`config.mk`:
```
export PLATFORM = sky130hd
export DESIGN_NAME = sdram_port_arbiter
export DESIGN_NICKNAME = d
export VERILOG_FILES = /design/src/rtl/sdram_port_arbiter.sv
export SDC_FILE = /design/constraint.sdc
export NUM_CORES = 1
export LEC_CHECK = 0
export BUFFER_PORTS_ARGS = -buffer_cell sky130_fd_sc_hd__buf_2
export CAP_MARGIN = 5
export CORE_MARGIN = 2
export CORE_UTILIZATION = 51
export DETAILED_ROUTE_END_ITERATION = 8
export GPL_ROUTABILITY_DRIVEN = 0
export GPL_TIMING_DRIVEN = 0
export PLACE_DENSITY_LB_ADDON = 0.15
export SKIP_LAST_GASP = 1
export SLEW_MARGIN = 40
export SYNTH_ARGS = -nofsm -noshare
export SYNTH_HDL_FRONTEND = slang
export SYNTH_SLANG_ARGS = --single-unit
```
`constraint.sdc`:
```
create_clock -name clk -period 5.65 [get_ports clk]
set_input_delay 0.2825 -clock clk [delete_from_list [all_inputs] [get_ports clk]]
set_output_delay 0.2825 -clock clk [all_outputs]
set_load 0.02 [all_outputs]
```
`src/rtl/sdram_port_arbiter.sv`:
```
// Arbitrates the single memory-controller command port between the camera writer and LCD reader.
// One fixed-length burst per grant, a command gap after every burst, and a sticky read timeout.
module sdram_port_arbiter #(
    parameter int unsigned BURST_WORDS = 8,
    parameter int unsigned GAP_CYCLES  = 4,
    parameter int unsigned RD_TIMEOUT  = 64,
    parameter int unsigned MAX_RD_RUN  = 4
) (
    input  logic        clk,
    input  logic        reset_n,
    input  logic        init_done,
    input  logic        wr_req,
    input  logic [20:0] wr_addr,
    input  logic [31:0] wr_data_in,
    output logic        wr_word_ack,
    output logic        wr_gnt,
    input  logic        rd_req,
    input  logic [20:0] rd_addr,
    output logic        rd_gnt,
    output logic [31:0] rd_data_out,
    output logic        rd_valid_out,
    output logic        rd_done,
    output logic        cmd,
    output logic        cmd_en,
    output logic [20:0] addr,
    output logic [31:0] wr_data,
    output logic [3:0]  data_mask,
    input  logic [31:0] rd_data,
    input  logic        rd_data_valid,
    output logic        error
);

    localparam int unsigned TMAX = (RD_TIMEOUT > GAP_CYCLES) ? RD_TIMEOUT : GAP_CYCLES;
    localparam int unsigned CW   = $clog2(BURST_WORDS + 1);
    localparam int unsigned TW   = $clog2(TMAX + 1);
    localparam int unsigned RW   = $clog2(MAX_RD_RUN + 1);

    localparam logic [CW-1:0] WORD_LAST = CW'(BURST_WORDS - 1);
    localparam logic [TW-1:0] TMO_LAST  = TW'(RD_TIMEOUT - 1);
    localparam logic [TW-1:0] GAP_LAST  = TW'(GAP_CYCLES - 1);
    localparam logic [RW-1:0] RUN_MAX   = RW'(MAX_RD_RUN);

    typedef enum logic [2:0] {
        S_IDLE,
        S_RD_CMD,
        S_RD_WAIT,
        S_RD_BURST,
        S_WR_BURST,
        S_GAP,
        S_ERROR
    } state_t;

    state_t        state_q, state_d;
    logic [RW-1:0] run_q, run_d;
    logic [CW-1:0] cnt_q, cnt_d;
    logic [TW-1:0] tmr_q, tmr_d;
    logic          cmd_en_q, cmd_en_d;
    logic          cmd_q, cmd_d;
    logic          rd_gnt_q, rd_gnt_d;
    logic          wr_gnt_q, wr_gnt_d;
    logic          rd_valid_q, rd_valid_d;
    logic          rd_done_q, rd_done_d;
    logic          error_q, error_d;
    logic [20:0]   addr_q, addr_d;
    logic [31:0]   wr_data_q, wr_data_d;
    logic [31:0]   rd_data_q, rd_data_d;

    always_ff @(posedge clk or negedge reset_n) begin
        if (!reset_n) begin
            state_q    <= S_IDLE;
            run_q      <= '0;
            cnt_q      <= '0;
            tmr_q      <= '0;
            cmd_en_q   <= 1'b0;
            cmd_q      <= 1'b0;
            rd_gnt_q   <= 1'b0;
            wr_gnt_q   <= 1'b0;
            rd_valid_q <= 1'b0;
            rd_done_q  <= 1'b0;
            error_q    <= 1'b0;
            addr_q     <= '0;
            wr_data_q  <= '0;
            rd_data_q  <= '0;
        end else begin
            state_q    <= state_d;
            run_q      <= run_d;
            cnt_q      <= cnt_d;
            tmr_q      <= tmr_d;
            cmd_en_q   <= cmd_en_d;
            cmd_q      <= cmd_d;
            rd_gnt_q   <= rd_gnt_d;
            wr_gnt_q   <= wr_gnt_d;
            rd_valid_q <= rd_valid_d;
            rd_done_q  <= rd_done_d;
            error_q    <= error_d;
            addr_q     <= addr_d;
            wr_data_q  <= wr_data_d;
            rd_data_q  <= rd_data_d;
        end
    end

    always_comb begin
        state_d    = state_q;
        run_d      = run_q;
        cnt_d      = cnt_q;
        tmr_d      = tmr_q;
        cmd_en_d   = 1'b0;
        cmd_d      = cmd_q;
        rd_gnt_d   = 1'b0;
        wr_gnt_d   = 1'b0;
        rd_valid_d = 1'b0;
        rd_done_d  = 1'b0;
        error_d    = error_q;
        addr_d     = addr_q;
        wr_data_d  = wr_data_q;
        rd_data_d  = rd_data_q;

        case (state_q)
            S_IDLE: begin
                // Reads win unless the run limit is hit while a write is waiting.
                if (init_done && !error_q) begin
                    if (rd_req && ((run_q < RUN_MAX) || !wr_req)) begin
                        state_d = S_RD_CMD;
                    end else if (wr_req) begin
                        state_d = S_WR_BURST;
                        cnt_d   = '0;
                    end
                end
            end
            S_RD_CMD: begin
                rd_gnt_d = 1'b1;
                cmd_en_d = 1'b1;
                cmd_d    = 1'b0;
                addr_d   = rd_addr;
                run_d    = wr_req ? run_q + 1'b1 : '0;
                cnt_d    = '0;
                tmr_d    = '0;
                state_d  = S_RD_WAIT;
            end
            S_RD_WAIT, S_RD_BURST: begin
                if (rd_data_valid) begin
                    rd_valid_d = 1'b1;
                    rd_data_d  = rd_data;
                    if (cnt_q == WORD_LAST) begin
                        rd_done_d = 1'b1;
                        tmr_d     = '0;
                        state_d   = S_GAP;
                    end else begin
                        cnt_d   = cnt_q + 1'b1;
                        state_d = S_RD_BURST;
                    end
                end else if (state_q == S_RD_WAIT) begin
                    // Timer only runs until the first word; later valid gaps are tolerated.
                    if (tmr_q == TMO_LAST) begin
                        error_d = 1'b1;
                        state_d = S_ERROR;
                    end else begin
                        tmr_d = tmr_q + 1'b1;
                    end
                end
            end
            S_WR_BURST: begin
                wr_data_d = wr_data_in;
                if (cnt_q == '0) begin
                    cmd_en_d = 1'b1;
                    cmd_d    = 1'b1;
                    addr_d   = wr_addr;
                    wr_gnt_d = 1'b1;
                end
                if (cnt_q == WORD_LAST) begin
                    run_d   = '0;
                    tmr_d   = '0;
                    state_d = S_GAP;
                end else begin
                    cnt_d = cnt_q + 1'b1;
                end
            end
            S_GAP: begin
                if (tmr_q == GAP_LAST) begin
                    state_d = S_IDLE;
                end else begin
                    tmr_d = tmr_q + 1'b1;
                end
            end
            S_ERROR: begin
                state_d = S_ERROR;
            end
            default: begin
                state_d = S_IDLE;
            end
        endcase
    end

    assign wr_word_ack  = (state_q == S_WR_BURST);
    assign wr_gnt       = wr_gnt_q;
    assign rd_gnt       = rd_gnt_q;
    assign rd_data_out  = rd_data_q;
    assign rd_valid_out = rd_valid_q;
    assign rd_done      = rd_done_q;
    assign cmd          = cmd_q;
    assign cmd_en       = cmd_en_q;
    assign addr         = addr_q;
    assign wr_data      = wr_data_q;
    assign data_mask    = 4'h0;
    assign error        = error_q;

endmodule

```
## Yosys cells after proc, flatten, opt, wreduce, memory -nomap -nowiden

Cells that the tools add are included.

- $lt $le $gt $ge: 1
- Bitwise logic cells: 1
- Shifts and indexed selects: 0
- $add $sub $neg: 3
- Multipliers: 0
- Equality and inequality tests: 21
- Reductions and logical operators: 18
- Multiplexer cells: 38
- Div/mod/pow operators: 0

Operators with widths:

| kind | number |
|---|---|
| case mux 21 bit (2 select lines) | 1 |
| two-way mux 7 bit | 5 |
| two-way mux 3 bit | 11 |
| case mux 7 bit (4 select lines) | 1 |
| two-way mux 21 bit | 1 |
| two-way mux 4 bit | 5 |
| case mux 3 bit (6 select lines) | 1 |
| case mux 4 bit (4 select lines) | 1 |
| inequality test 2 bit (second input constant) | 6 |
| inequality test 3 bit (second input constant) | 4 |
| equality test 3 bit (second input constant) | 3 |
| two-way mux 1 bit | 9 |
| AND reduction 4 bit | 2 |
| nonzero test 4 bit | 2 |
| adder 7 x 1 -> 7 bit (second input constant) | 1 |
| equality test 7 x 2 -> 1 bit (second input constant) | 1 |
| equality test 7 x 6 -> 1 bit (second input constant) | 1 |
| equality test 3 x 2 -> 1 bit (second input constant) | 2 |
| case mux 3 bit (2 select lines) | 1 |
| AND reduction 2 bit | 3 |
| AND reduction 6 bit | 1 |
| AND reduction 5 bit | 1 |
| adder 4 x 1 -> 4 bit (second input constant) | 1 |
| equality test 4 x 3 -> 1 bit (second input constant) | 1 |
| 13 further kinds | 17 |

- Logic and storage cells: 96
- Bits in latches: 0
- Bits of input ports: 112
- Bits in registers: 109
- Bits in writable memories: 0
- ROM bits: 0
- Memories: 0

## Longest topological paths before layout

- Word-level depth: 6
- Mapped depth: 7
- Gate-level depth less buffers: 6

## Least setup slack after synthesis

No wires, ideal clock.

- Kind: register to register
- Start: reg tmr_q[0]
- End: reg tmr_q[2]
- Stages on the path, launching flop included: 7
- Clock period less this slack: 2000 ps
- Library setup time: 126 ps
- Path buffers: 0
- Arrival time: 1874 ps
- Path slack: 3650 ps
- Cells stage by stage: dfrtp_1 ha_1 nand3_1 o41ai_1 or3_1 or2_1 a221o_1

- Word-level cells in the longest chain between the ends: 5
- Elaborated cells between the ends (all ways): 11
- Those cells by class: add/sub: 1; eq/ne: 4; mux: 5; reduce/logical: 1

RTL lines:

| what | line | text |
|---|---|---|
| start, declared | 56 | `logic [TW-1:0] tmr_q, tmr_d;` |
| start signal, assigned | 88 | `tmr_q <= tmr_d;` |
| adder 7 x 1 -> 7 bit | 158, 182 |  |
| two-way mux 7 bit | 154 | `if (tmr_q == TMO_LAST) begin` |
| two-way mux 7 bit | 152 | `end else if (state_q == S_RD_WAIT) begin` |
| two-way mux 7 bit | 141 | `if (rd_data_valid) begin` |
| case mux 7 bit (4 select lines) | 118 | `case (state_q)` |

Parallel ways exist; a longest one is shown, timed or not. The select of a mux whose other input is x is not followed.
A chain may end at the register's enable or synchronous reset.

## Worst setup path after layout

- Start: reg state_q[1]
- End: out wr_word_ack

- Word-level cells in the longest chain between the ends: 1

RTL lines:

| what | line | text |
|---|---|---|
| start, declared | 53 | `state_t state_q, state_d;` |
| start signal, assigned | 85 | `state_q <= state_d;` |
| equality test 3 bit | 194 | `assign wr_word_ack = (state_q == S_WR_BURST);` |
| end, declared | 15 | `output logic wr_word_ack,` |

No other way between the ends.

==> impl_metrics.yaml <==
detailed_routing:
  drt_pass1_iterations: 4
  drc: 0
  via_count: 4233
  wl_per_cell_um: 13.8
  drtIter0Drc: 151
  postRouteAntennaNets: 0
  finalWirelength_um: 11600
  drt-vias-per-instance: 5.03
die:
  fp.dieH_um: 100
  dieArea_um2: 10000
  fp-row-count: 35
  initial_core_util_pct: 51.7
  io_pins: 209
  core_um2: 9110
  die_w_um: 100
sta:
  worstMarginPinSlew_ns: 0.505
  setup_violations: 0
  fmax_ghz: 0.378
  setup_tns_ns: 0
  timing_hold_violations_final: 0
  post-route-min-period_ns: 2.64
  rsz0062_at_grt: "false"
  fin_crit_sh_pct: 46.8
  skew_ns: 0.0105
  drv_slew: 0
  hold_slack_ns: 0.0948
  slew_headroom_pct: 66.2
layout:
  final-seq-area_um2: 2730
  layout-drive-gt1-share_pct: 33.3
  post-route-util_pct: 67.5
  syn2layout_area_growth_pct: 30.5
  multiInputGateArea_um2: 1830
  layout_common_cells: "nand2_1, buf_2, dfrtp_1"
  final_common_cell: "nand2_1"
  nets: 842
  n_antenna_cell: 0
  instances_no_fill: 841
  fillers: 784
hold_path:
  holdCritPathClass: "in -> reg"
placement:
  port-buffer-count: 204
  placed_cells_incl_taps: 825
  place_hpwl_um: 8750
worst_setup_path:
  slowest_delay_ns: 0.44
  worst-path-max-fanout: 10
  worstPathCellList: "or3b_1, buf_6, inv_2, buf_2, buf_2, buf_2"
  cp-end-kind: "primary output"
  crit_top_cell: "buf_2"
  cpMaxStageDelayCell: "dfrtp_1"
  critPathArrivalTime_ns: 2.36
  required_ns: 5.37
  cp-start-kind: "register"
  critPathKind: "reg -> out"
grt:
  grt_overflow: 0
  grtUsageTotal_pct: 23.4
  antenna_found_initial: 0
  grt_pass1_vias: 4108
  grt_max_degree: 76
  grt_pass1_wl_um: 18900
synthesis:
  syn_inst: 506
  synth_seq_area_share_pct: 57.9
  syn_area_per_cell_um2: 9.31
  ys_seq_elements: 109
  synth-edff-count: 0
  syn_area_um2: 4710
  yosysUniqueCellTypes: 49
  synthFlopType: "dfrtp_1"
  ys_warn_count: 0
  async_flop_share_pct: 100
run:
  maxCapViolations: 0
clocking:
  cts_root_buffer: "clkbuf_8"
  cts_tree: "built"
  htree_num_levels: 3
  path_clk_slew_ns: 0.11
  cts_setup_buffers: 0
  cts.sinks: 109
  cts_buffer_depth: 2
  numCtsBuffers: 9
  clock_latency_ns: 0.37
power:
  vdd_drop_max_uv: 299
  power.total_mw: 3.49
  power.density_nw_per_um2: 567
  leakagePower_nw: 3.46
run_status:
  run_status: "completed"
==> Yosys cell counts, types with 2 or more instances <==
cell      instances  share of area, %
nor2b_1           3              0.40
a21oi_1           3              0.32
buf_4             4              0.64
mux2_2            2              0.48
inv_1             7              0.56
nand2b_1          2              0.27
o21bai_1          2              0.32
o21ai_1          23               2.4
nand3b_1          3              0.48
nor3_1            2              0.21
buf_2            10               1.1
a22o_1            2              0.37
ha_1              4               1.1
nor2_1           11              0.88
a32o_1            2              0.42
a21o_1            2              0.32
o31ai_1           3              0.48
clkbuf_1         10              0.80
or4_1             2              0.32
inv_2             2              0.16
a211o_1           2              0.37
dfrtp_1         109                58
mux2i_1          21               4.5
nand2_1         227                18
or3b_1            2              0.37
and3_1            2              0.27
nand3_1           8              0.85
o21ai_0          10               1.1
and2_1            2              0.27
or3_1             3              0.40
nor4_1            3              0.40
==> logic make-up after synthesis <==
group	count (synthesis)	share of synthesized area, %
other cells	1	0.0796
buf+inv	35	3.53
mux	23	4.94
simple gates	277	24.7
compound gates	57	7.81
fa+ha+maj	4	1.06
flops	109	57.9
==> where the power goes <==
part	switching [mW]	internal, mW
Clock	0.263	0.252
Sequential	0.190	1.12
Combinational	1.09	0.577
==> worst paths after layout <==
path                              endpoint  depth (start not counted)            start  slack, ns
max                            wr_word_ack                          6       state_q[1]       3.01
min                        rd_data_out[13]                          3      rd_data[13]       0.09
max reg2reg                       tmr_q[2]                          6         tmr_q[0]       3.45
min reg2reg                rd_data_out[27]                          2  rd_data_out[27]       0.48
max in group asynchronous         tmr_q[5]                          3          reset_n       4.64
min in group asynchronous      wr_data[23]                          2          reset_n       0.37
==> state kept, by name (all words and copies together), names as in the netlist <==
name / cells
rd_data_out: 32
wr_data: 32
addr: 21
tmr_q: 7
cnt_q: 4
run_q: 3
state_q: 3
cmd: 1
cmd_en: 1
error: 1
rd_done: 1
rd_gnt: 1
rd_valid_out: 1
wr_gnt: 1
==> repair_timing <==
action,4_1_cts,5_1_grt
resized for setup,0,0
hold buffers,1,0
setup endpoints to repair,0,0
endpoints found under the hold margin,34,0
==> metrics by stage <==
stage / worst slack, ns / instance area [um^2]
3_5_place_dp: 3.38 / 5920
3_3_place_gp: 3.09 / 5880
4_1_cts: 2.97 / 6150
2_1_floorplan: 3.65 / 4720
6_report: 3.01 / 6150
5_1_grt: 2.86 / 6150
==> cell type report <==
type	count	share of cell area, %
Inverter	9	0.549
Tap cell	111	2.26
Clock inverter	6	1.57
Multi-Input combinational cell	365	29.7
Sequential cell	109	44.3
Timing Repair Buffer	206	17.4
Buffer	26	2.16
Clock buffer	9	2.01
==> routing by layer <==
layer  share of wire, %  global-route usage (%)  up-vias
met5                  0                       0        -
met2                 49                    39.9      183
met1                 42                    30.1     1955
met4                2.2                    8.96        0
li1                   -                       -     2075
met3                6.8                    4.04       20
==> critical path, delay by kind of cell (launching register included) <==
kind	cells	cell delay, ns
buffers and inverters	5	1.17
DFF	1	0.44
and+or+nand+nor	1	0.38
No activity file was read; power rests on OpenSTA's default activity.
